**src/rtl/shifter_pkg.sv**
```systemverilog
// Shared definitions for the pipelined barrel shifter: mode encodings and
// an elaboration-time log2 used to size the shift amount and pipeline depth.
package shifter_pkg;

  typedef enum logic [1:0] {
    MODE_SLL  = 2'b00,
    MODE_SRL  = 2'b01,
    MODE_SRA  = 2'b10,
    MODE_ROTL = 2'b11
  } shmode_e;

  function automatic int clog2(input int value);
    int r;
    r = 0;
    for (int v = value - 1; v > 0; v = v >> 1) r++;
    return r;
  endfunction

endpackage

```
**src/rtl/shift_stage.sv**
```systemverilog
// One barrel-shifter stage: conditionally shifts by 2**STAGE according to
// shamt bit STAGE, then registers the beat together with its side-band.
module shift_stage
  import shifter_pkg::*;
#(
  parameter int WIDTH = 32,
  parameter int SHW   = 5,
  parameter int STAGE = 0
) (
  input  logic             clk,
  input  logic             rst,
  input  logic             i_en,
  input  logic             i_valid,
  input  logic [WIDTH-1:0] i_data,
  input  shmode_e          i_mode,
  input  logic [SHW-1:0]   i_shamt,
  input  logic             i_sign,
  output logic             o_valid,
  output logic [WIDTH-1:0] o_data,
  output shmode_e          o_mode,
  output logic [SHW-1:0]   o_shamt,
  output logic             o_sign
);

  localparam int AMT = 1 << STAGE;

  logic [WIDTH-1:0] w_shifted;
  logic             r_valid;
  logic [WIDTH-1:0] r_data;
  shmode_e          r_mode;
  logic [SHW-1:0]   r_shamt;
  logic             r_sign;

  // SRA fills from the operand's original MSB carried alongside the data,
  // because earlier stages may already have rotated/shifted that bit away.
  always_comb begin
    w_shifted = i_data;
    if (i_shamt[STAGE]) begin
      case (i_mode)
        MODE_SLL:  w_shifted = {i_data[WIDTH-AMT-1:0], {AMT{1'b0}}};
        MODE_SRL:  w_shifted = {{AMT{1'b0}}, i_data[WIDTH-1:AMT]};
        MODE_SRA:  w_shifted = {{AMT{i_sign}}, i_data[WIDTH-1:AMT]};
        MODE_ROTL: w_shifted = {i_data[WIDTH-AMT-1:0], i_data[WIDTH-1:WIDTH-AMT]};
        default:   w_shifted = i_data;
      endcase
    end
  end

  always_ff @(posedge clk) begin
    if (rst) begin
      r_valid <= 1'b0;
      r_data  <= '0;
      r_mode  <= MODE_SLL;
      r_shamt <= '0;
      r_sign  <= 1'b0;
    end else if (i_en) begin
      r_valid <= i_valid;
      r_data  <= w_shifted;
      r_mode  <= i_mode;
      r_shamt <= i_shamt;
      r_sign  <= i_sign;
    end
  end

  assign o_valid = r_valid;
  assign o_data  = r_data;
  assign o_mode  = r_mode;
  assign o_shamt = r_shamt;
  assign o_sign  = r_sign;

endmodule

```
**src/rtl/pipe_shifter.sv**
```systemverilog
// Pipelined barrel shifter (SLL/SRL/SRA/ROTL), one log2(WIDTH) stage per
// shift-amount bit, with a single global advance enable for back-pressure.
module pipe_shifter
  import shifter_pkg::*;
#(
  parameter  int WIDTH = 32,
  localparam int SHW   = clog2(WIDTH)
) (
  input  logic             clk,
  input  logic             rst,
  input  logic             in_valid,
  output logic             in_ready,
  input  logic [WIDTH-1:0] in_data,
  input  logic [SHW-1:0]   in_shamt,
  input  logic [1:0]       in_mode,
  output logic             out_valid,
  input  logic             out_ready,
  output logic [WIDTH-1:0] out_data
);

  // Index 0 is the un-registered input; index g+1 is the output of stage g.
  logic [SHW:0]            w_vld;
  logic [SHW:0][WIDTH-1:0] w_data;
  logic [SHW:0][SHW-1:0]   w_shamt;
  logic [SHW:0]            w_sign;
  shmode_e                 w_mode [SHW+1];
  logic                    w_adv;
  logic                    w_unused_tail;

  // Whole pipe moves in lockstep; only a stalled valid output holds it.
  assign w_adv    = ~out_valid | out_ready;
  assign in_ready = w_adv;

  assign w_vld[0]   = in_valid;
  assign w_data[0]  = in_data;
  assign w_shamt[0] = in_shamt;
  assign w_sign[0]  = in_data[WIDTH-1];
  assign w_mode[0]  = shmode_e'(in_mode);

  for (genvar g = 0; g < SHW; g++) begin : g_stage
    shift_stage #(
      .WIDTH (WIDTH),
      .SHW   (SHW),
      .STAGE (g)
    ) u_stage (
      .clk     (clk),
      .rst     (rst),
      .i_en    (w_adv),
      .i_valid (w_vld[g]),
      .i_data  (w_data[g]),
      .i_mode  (w_mode[g]),
      .i_shamt (w_shamt[g]),
      .i_sign  (w_sign[g]),
      .o_valid (w_vld[g+1]),
      .o_data  (w_data[g+1]),
      .o_mode  (w_mode[g+1]),
      .o_shamt (w_shamt[g+1]),
      .o_sign  (w_sign[g+1])
    );
  end

  assign out_valid = w_vld[SHW];
  assign out_data  = w_data[SHW];

  // Side-band of the last stage has no consumer.
  assign w_unused_tail = ^{w_mode[SHW], w_shamt[SHW], w_sign[SHW]};

endmodule

```
**config.mk**
```make
export PLATFORM = sky130hd
export DESIGN_NAME = pipe_shifter
export DESIGN_NICKNAME = d
export VERILOG_FILES = /design/src/rtl/shifter_pkg.sv /design/src/rtl/shift_stage.sv /design/src/rtl/pipe_shifter.sv
export SDC_FILE = /design/constraint.sdc
export NUM_CORES = 1
export LEC_CHECK = 0
export BUFFER_PORTS_ARGS = -buffer_cell sky130_fd_sc_hd__buf_2
export CELL_PAD_IN_SITES_DETAIL_PLACEMENT = 1
export CELL_PAD_IN_SITES_GLOBAL_PLACEMENT = 2
export CORE_ASPECT_RATIO = 0.7
export CORE_MARGIN = 8
export CORE_UTILIZATION = 35
export CTS_BUF_LIST = sky130_fd_sc_hd__clkbuf_16
export DETAILED_ROUTE_END_ITERATION = 8
export PLACE_DENSITY_LB_ADDON = 0.2
export REMOVE_ABC_BUFFERS = 1
export SETUP_SLACK_MARGIN = 0.4
export SYNTH_ARGS = -nofsm -noshare
export SYNTH_HDL_FRONTEND = slang
export SYNTH_HIERARCHICAL = 1
export SYNTH_SLANG_ARGS = --single-unit
```
**constraint.sdc**
```tcl
create_clock -name clk -period 1.5 [get_ports clk]
set_input_delay 0.15 -clock clk [delete_from_list [all_inputs] [get_ports clk]]
set_output_delay 0.15 -clock clk [all_outputs]
set_load 0.005 [all_outputs]
```
### Word level (Yosys, flattened, before mapping)

Index checks and enable logic that the tools add are counted.

| word-level totals | value |
|---|---|
| bits of input ports | 43 |
| bits in registers | 197 |
| output and inout bits | 34 |
| logic and storage cells | 54 |

| operators by class | value |
|---|---|
| mux-type cells | 10 |
| reduce and logical (&&, ||, !) cells | 5 |
| equal/unequal tests | 15 |
| bitwise operators | 2 |

Operators by type and width:

| cell | count |
|---|---|
| $pmux W32 S4 | 5 |
| $mux W32 | 5 |
| $eq A2 B2 Y1 const B | 10 |
| $eq A2 B1 Y1 const B | 5 |
| $logic_not A2 Y1 | 5 |
| $not A1 Y1 | 1 |
| $or A1 B1 Y1 | 1 |

### Depth between registers and ports, before layout

| depth | value |
|---|---|
| depth after elaboration | 3 |
| depth in mapped cells | 7 |
| depth with buffers taken out | 4 |

### By module

Netlist, hierarchy kept.

Modules (own cells, without submodules):

| module | area each (um^2) | seq. area each (um^2) | instances | cells each |
|---|---|---|---|---|
| shift_stage (g_stage[3].u_stage) | 2373.5 | 820.8 | 1 | 243 |
| shift_stage (g_stage[2].u_stage) | 2326.0 | 820.8 | 1 | 260 |
| shift_stage (g_stage[1].u_stage) | 2319.7 | 820.8 | 1 | 250 |
| shift_stage (g_stage[0].u_stage) | 2250.9 | 820.8 | 1 | 247 |
| shift_stage (g_stage[4].u_stage) | 1671.6 | 820.8 | 1 | 163 |
| pipe_shifter | 6.3 | 0.0 | 1 | 1 |

### Worst setup path after synthesis

OpenSTA, ideal clock, no wires.

| timing | value |
|---|---|
| kind | register -> register |
| start point | reg g_stage[4].u_stage.r_valid |
| end point | reg g_stage[3].u_stage.r_data[20] |
| data arrival time | 1.611 ns |
| stages on the path, launching flop included | 7 |
| library setup time | 0.096 ns |
| slack | -0.207 ns |
| clock period less this slack | 1.707 ns |
| path buffers | 3 |
| data required time | 1.404 ns |
| cell sequence | dfxtp_1 nand2b_1 buf_2 nand2b_1 buf_2 buf_2 o41ai_2 |

| between the ends | value |
|---|---|
| cells in the longest elaborated chain, start to end | 2 |

RTL lines:

| element | RTL line | source |
|---|---|---|
| from (decl) | shift_stage.sv:28 | `logic r_valid;` |
| from (signal assigned) | shift_stage.sv:57 | `r_valid <= i_valid;` |
| $not A1 Y1 | pipe_shifter.sv:31 | `assign w_adv = ~out_valid \| out_ready;` |
| $or A1 B1 Y1 | pipe_shifter.sv:31 |  |
| net in_ready | pipe_shifter.sv:12 | `output logic in_ready,` |
| to (signal assigned) | shift_stage.sv:58 | `r_data <= w_shifted;` |
| to (decl) | shift_stage.sv:29 | `logic [WIDTH-1:0] r_data;` |

The timed path passes the listed nets, and every way through them passes these cells.
A chain may end at the register's enable or synchronous reset.

### Worst setup path after layout

| timing | value |
|---|---|
| start point | reg g_stage[4].u_stage.r_valid |
| end point | reg g_stage[1].u_stage.r_data[23] |

| between the ends | value |
|---|---|
| cells in the longest elaborated chain, start to end | 2 |

RTL lines:

| element | RTL line |
|---|---|
| $not A1 Y1 | pipe_shifter.sv:31 |
| $or A1 B1 Y1 | pipe_shifter.sv:31 |
| to (signal assigned) | shift_stage.sv:58 |
| to (decl) | shift_stage.sv:29 |

Every way passes these cells.

==> summary.md <==
| Metric | Value |
|---|---|
| Status | `finished, violations left` |
| Failing checks | `setup timing` |
| Antenna Nets Post-Route | `0` |
| Yosys warns | `6` |
| Critical path arrival | `between 1.5 and 2 ns` |
| Port bufs | `between 70 and 80` |
| Vias | `between 9000 and 10000` |
| Post-Syn Area | `10400 um^2` |
| Tot GR Track Use | `20.9%` |
| Final Hold Fails | `0` |
| RSZ-0062 raised after global routing | `yes` |
| Gr ovfl total | `0` |
| Core area | `29000 um^2` |
| Drt initial violations | `between 600 and 700` |
| # DRC | `0` |
| Pwr Density | `between 800 and 900 nW/um^2` |
| Fill cell count | `between 3000 and 4000` |
| Detailed Route WL | `39.3 mm` |
| Starting density of the core | `35.7%` |
| MaxCap Viol Count | `0` |
| Final WS setup | `-0.0227 ns` |
| Final Cycle Share | `102%` |
| Tightest Pin Transition | `about 0.55 ns` |
| CP Max Fanout | `8` |
| Hold WC Path Type | `input pin to flop` |
| Worst skew pair latency | `roughly 0.46 ns` |
| CTS clk-pin slew, worst paths | `roughly 0.07 ns` |
| Die Ht | `160 um` |
| Half-perimeter wire length after placement | `around 25 mm` |
| Area growth syn-to-layout | `45.6%` |
| Die W | `~220 um` |
| Sink Count | `187` |
| Fin. max-slew vios | `0` |
| Root Buffer | `clkbuf_16` |
| Clock Skews | `roughly 0.014 ns` |
| Via density | `roughly 5.7` |
| TritonCTS clock tree | `done` |
| GPL Wtd Cong | `roughly 0.8` |
| Final Util | `around half` |
| Crit start category | `flop` |
| Rows | `52` |
| Largest net degree at the start of global routing | `45` |
| Final setup viols | `6` |
| CTS Buf Count | `17` |
| First-pass GRT wire length | `59.3 mm` |
| Clock Path Buffers | `2` |
| Die Area | `roughly 35000 um^2` |
| Number of antenna violations at the first check in global routing | `0` |
| CP endpoint kind | `flop` |
| I/O pin cnt | `just under 80` |
| Pwr Total | `roughly 13 mW` |
| NumNets Final | `around 1300` |
| CP required | `around 1.8 ns` |
| # H-tree levels | `4` |
| Max Clock Freq | `between 600 and 700 MHz` |
| Number of global-route vias before repair | `approximately 9800` |
| DRT Pass-1 Iters | `5` |
| Number of diodes | `0` |
| Min Tclk post-route | `approximately 1.5 ns` |
| CP Class | `flop to flop` |
| Post-Syn Area per Cell | `9.33 um^2` |
| Slew margin rel. | `a little under two thirds` |
| Post-Synthesis Cells | `~1100` |
| Layout cells sized above 1 | `between 40% and 50%` |
| WL/cell | `around 24 um` |
| Peak supply drop | `0.754 mV` |
| Leakage power | `~6.0 nW` |
## where the power goes
| part | switching, mW | internal (mW) |
|---|---|---|
| Clock | 2.15 | 2.79 |
| Combinational | 1.36 | 1.36 |
| Sequential | 0.378 | 5.28 |
## routing by layer
metal	GRT usage, %	part of all wire [%]	wire [um]	up-vias
met4	5.08	0.94	370	0
met5	0	0	0	-
met2	30.6	44	17200	184
met3	3.97	4.3	1700	28
met1	30.9	51	20000	4892
li1	-	-	-	4424
## per-stage QoR
step / hold slack (ns) / worst slack [ns] / TNS [ns] / cell area (um^2) / instances
finish: 0.0575 / -0.0227 / -0.0490 / 15100 / 1670
floorplan: 0.215 / -3.41 / -537.35 / 9700 / 999
detailed placement: 0.396 / -0.0905 / -1.32 / 11600 / 1551
global placement: 0.390 / -0.0973 / -0.283 / 11600 / 1551
CTS: 0.00125 / 0.00812 / 0 / 13700 / 1650
global route: 0.0540 / -0.0612 / -0.584 / 15100 / 1670
## worst paths after layout
kind | end | slack [ns] | cells past startpoint | from
setup / recovery | g_stage[1].u_stage/o_data[23]$_SDFFE_PP0P_ | -0.02 | 6 | g_stage[4].u_stage/o_valid$_SDFFE_PP0P_
hold / removal | g_stage[0].u_stage/o_data[2]$_SDFFE_PP0P_ | 0.06 | 3 | in_data[2]
setup reg to reg | g_stage[1].u_stage/o_data[23]$_SDFFE_PP0P_ | -0.02 | 6 | g_stage[4].u_stage/o_valid$_SDFFE_PP0P_
hold reg to reg | g_stage[4].u_stage/o_data[24]$_SDFFE_PP0P_ | 0.50 | 2 | g_stage[3].u_stage/o_data[8]$_SDFFE_PP0P_
## worst max-delay path: stages (launching register included)
cell and delay [ns]:
dfxtp_4 0.37, buf_12 0.13, nand2b_4 0.14, nand2b_4 0.12, buf_12 0.15, buf_16 0.15
o32ai_1 0.34
## flip-flops by register name, summed over array words and instances, names as in the netlist
signal                   cells
g_stage.u_stage/o_shamt     10
g_stage.u_stage/o_data     160
g_stage.u_stage/o_sign       4
g_stage.u_stage/o_mode       8
g_stage.u_stage/o_valid      5
## final cells by class
| class | instances | area (um^2) | area share, % |
|---|---|---|---|
| Clock buffer | 17 | 425 | 2.82 |
| Clock inverter | 14 | 194 | 1.29 |
| Inverter | 9 | 37.5 | 0.249 |
| Multi-Input combinational cell | 805 | 7380 | 49.0 |
| Sequential cell | 187 | 3790 | 25.2 |
| Tap cell | 378 | 473 | 3.14 |
| Timing Repair Buffer | 260 | 2770 | 18.4 |
## timing repair
action / CTS / global route
endpoints found under the hold margin: 27 / 0
gates cloned: 13 / 9
endpoints found under the setup margin: 196 / 215
hold buffers: 27 / 0
pin swaps: 65 / 72
setup buffers: 28 / 11
gates resized for setup: 150 / 191
## cell usage in the layout, fill, tap and decap left out, types with 7 or more instances in the layout
cell and instances:
nand2_1 35, buf_6 25, buf_4 76, nand2b_4 17, buf_12 30, buf_16 11
or3b_2 11, nor3b_1 9, dfxtp_1 154, a221oi_4 7, nor2_1 175, nor3_4 11
o22ai_1 24, nand3_1 11, o32ai_2 59, o41ai_2 25, a221oi_2 11, nor3b_2 20
or3b_4 11, buf_2 71, dfxtp_2 29, mux2i_2 7, clkbuf_16 26, o32ai_1 27
mux2i_1 84, mux2_4 13, nand2b_1 140, a211oi_2 18, buf_8 11, mux2i_4 8
a222oi_1 16, dlygate4sd3_1 27
Note: power is estimated with default switching activity, not from simulation.
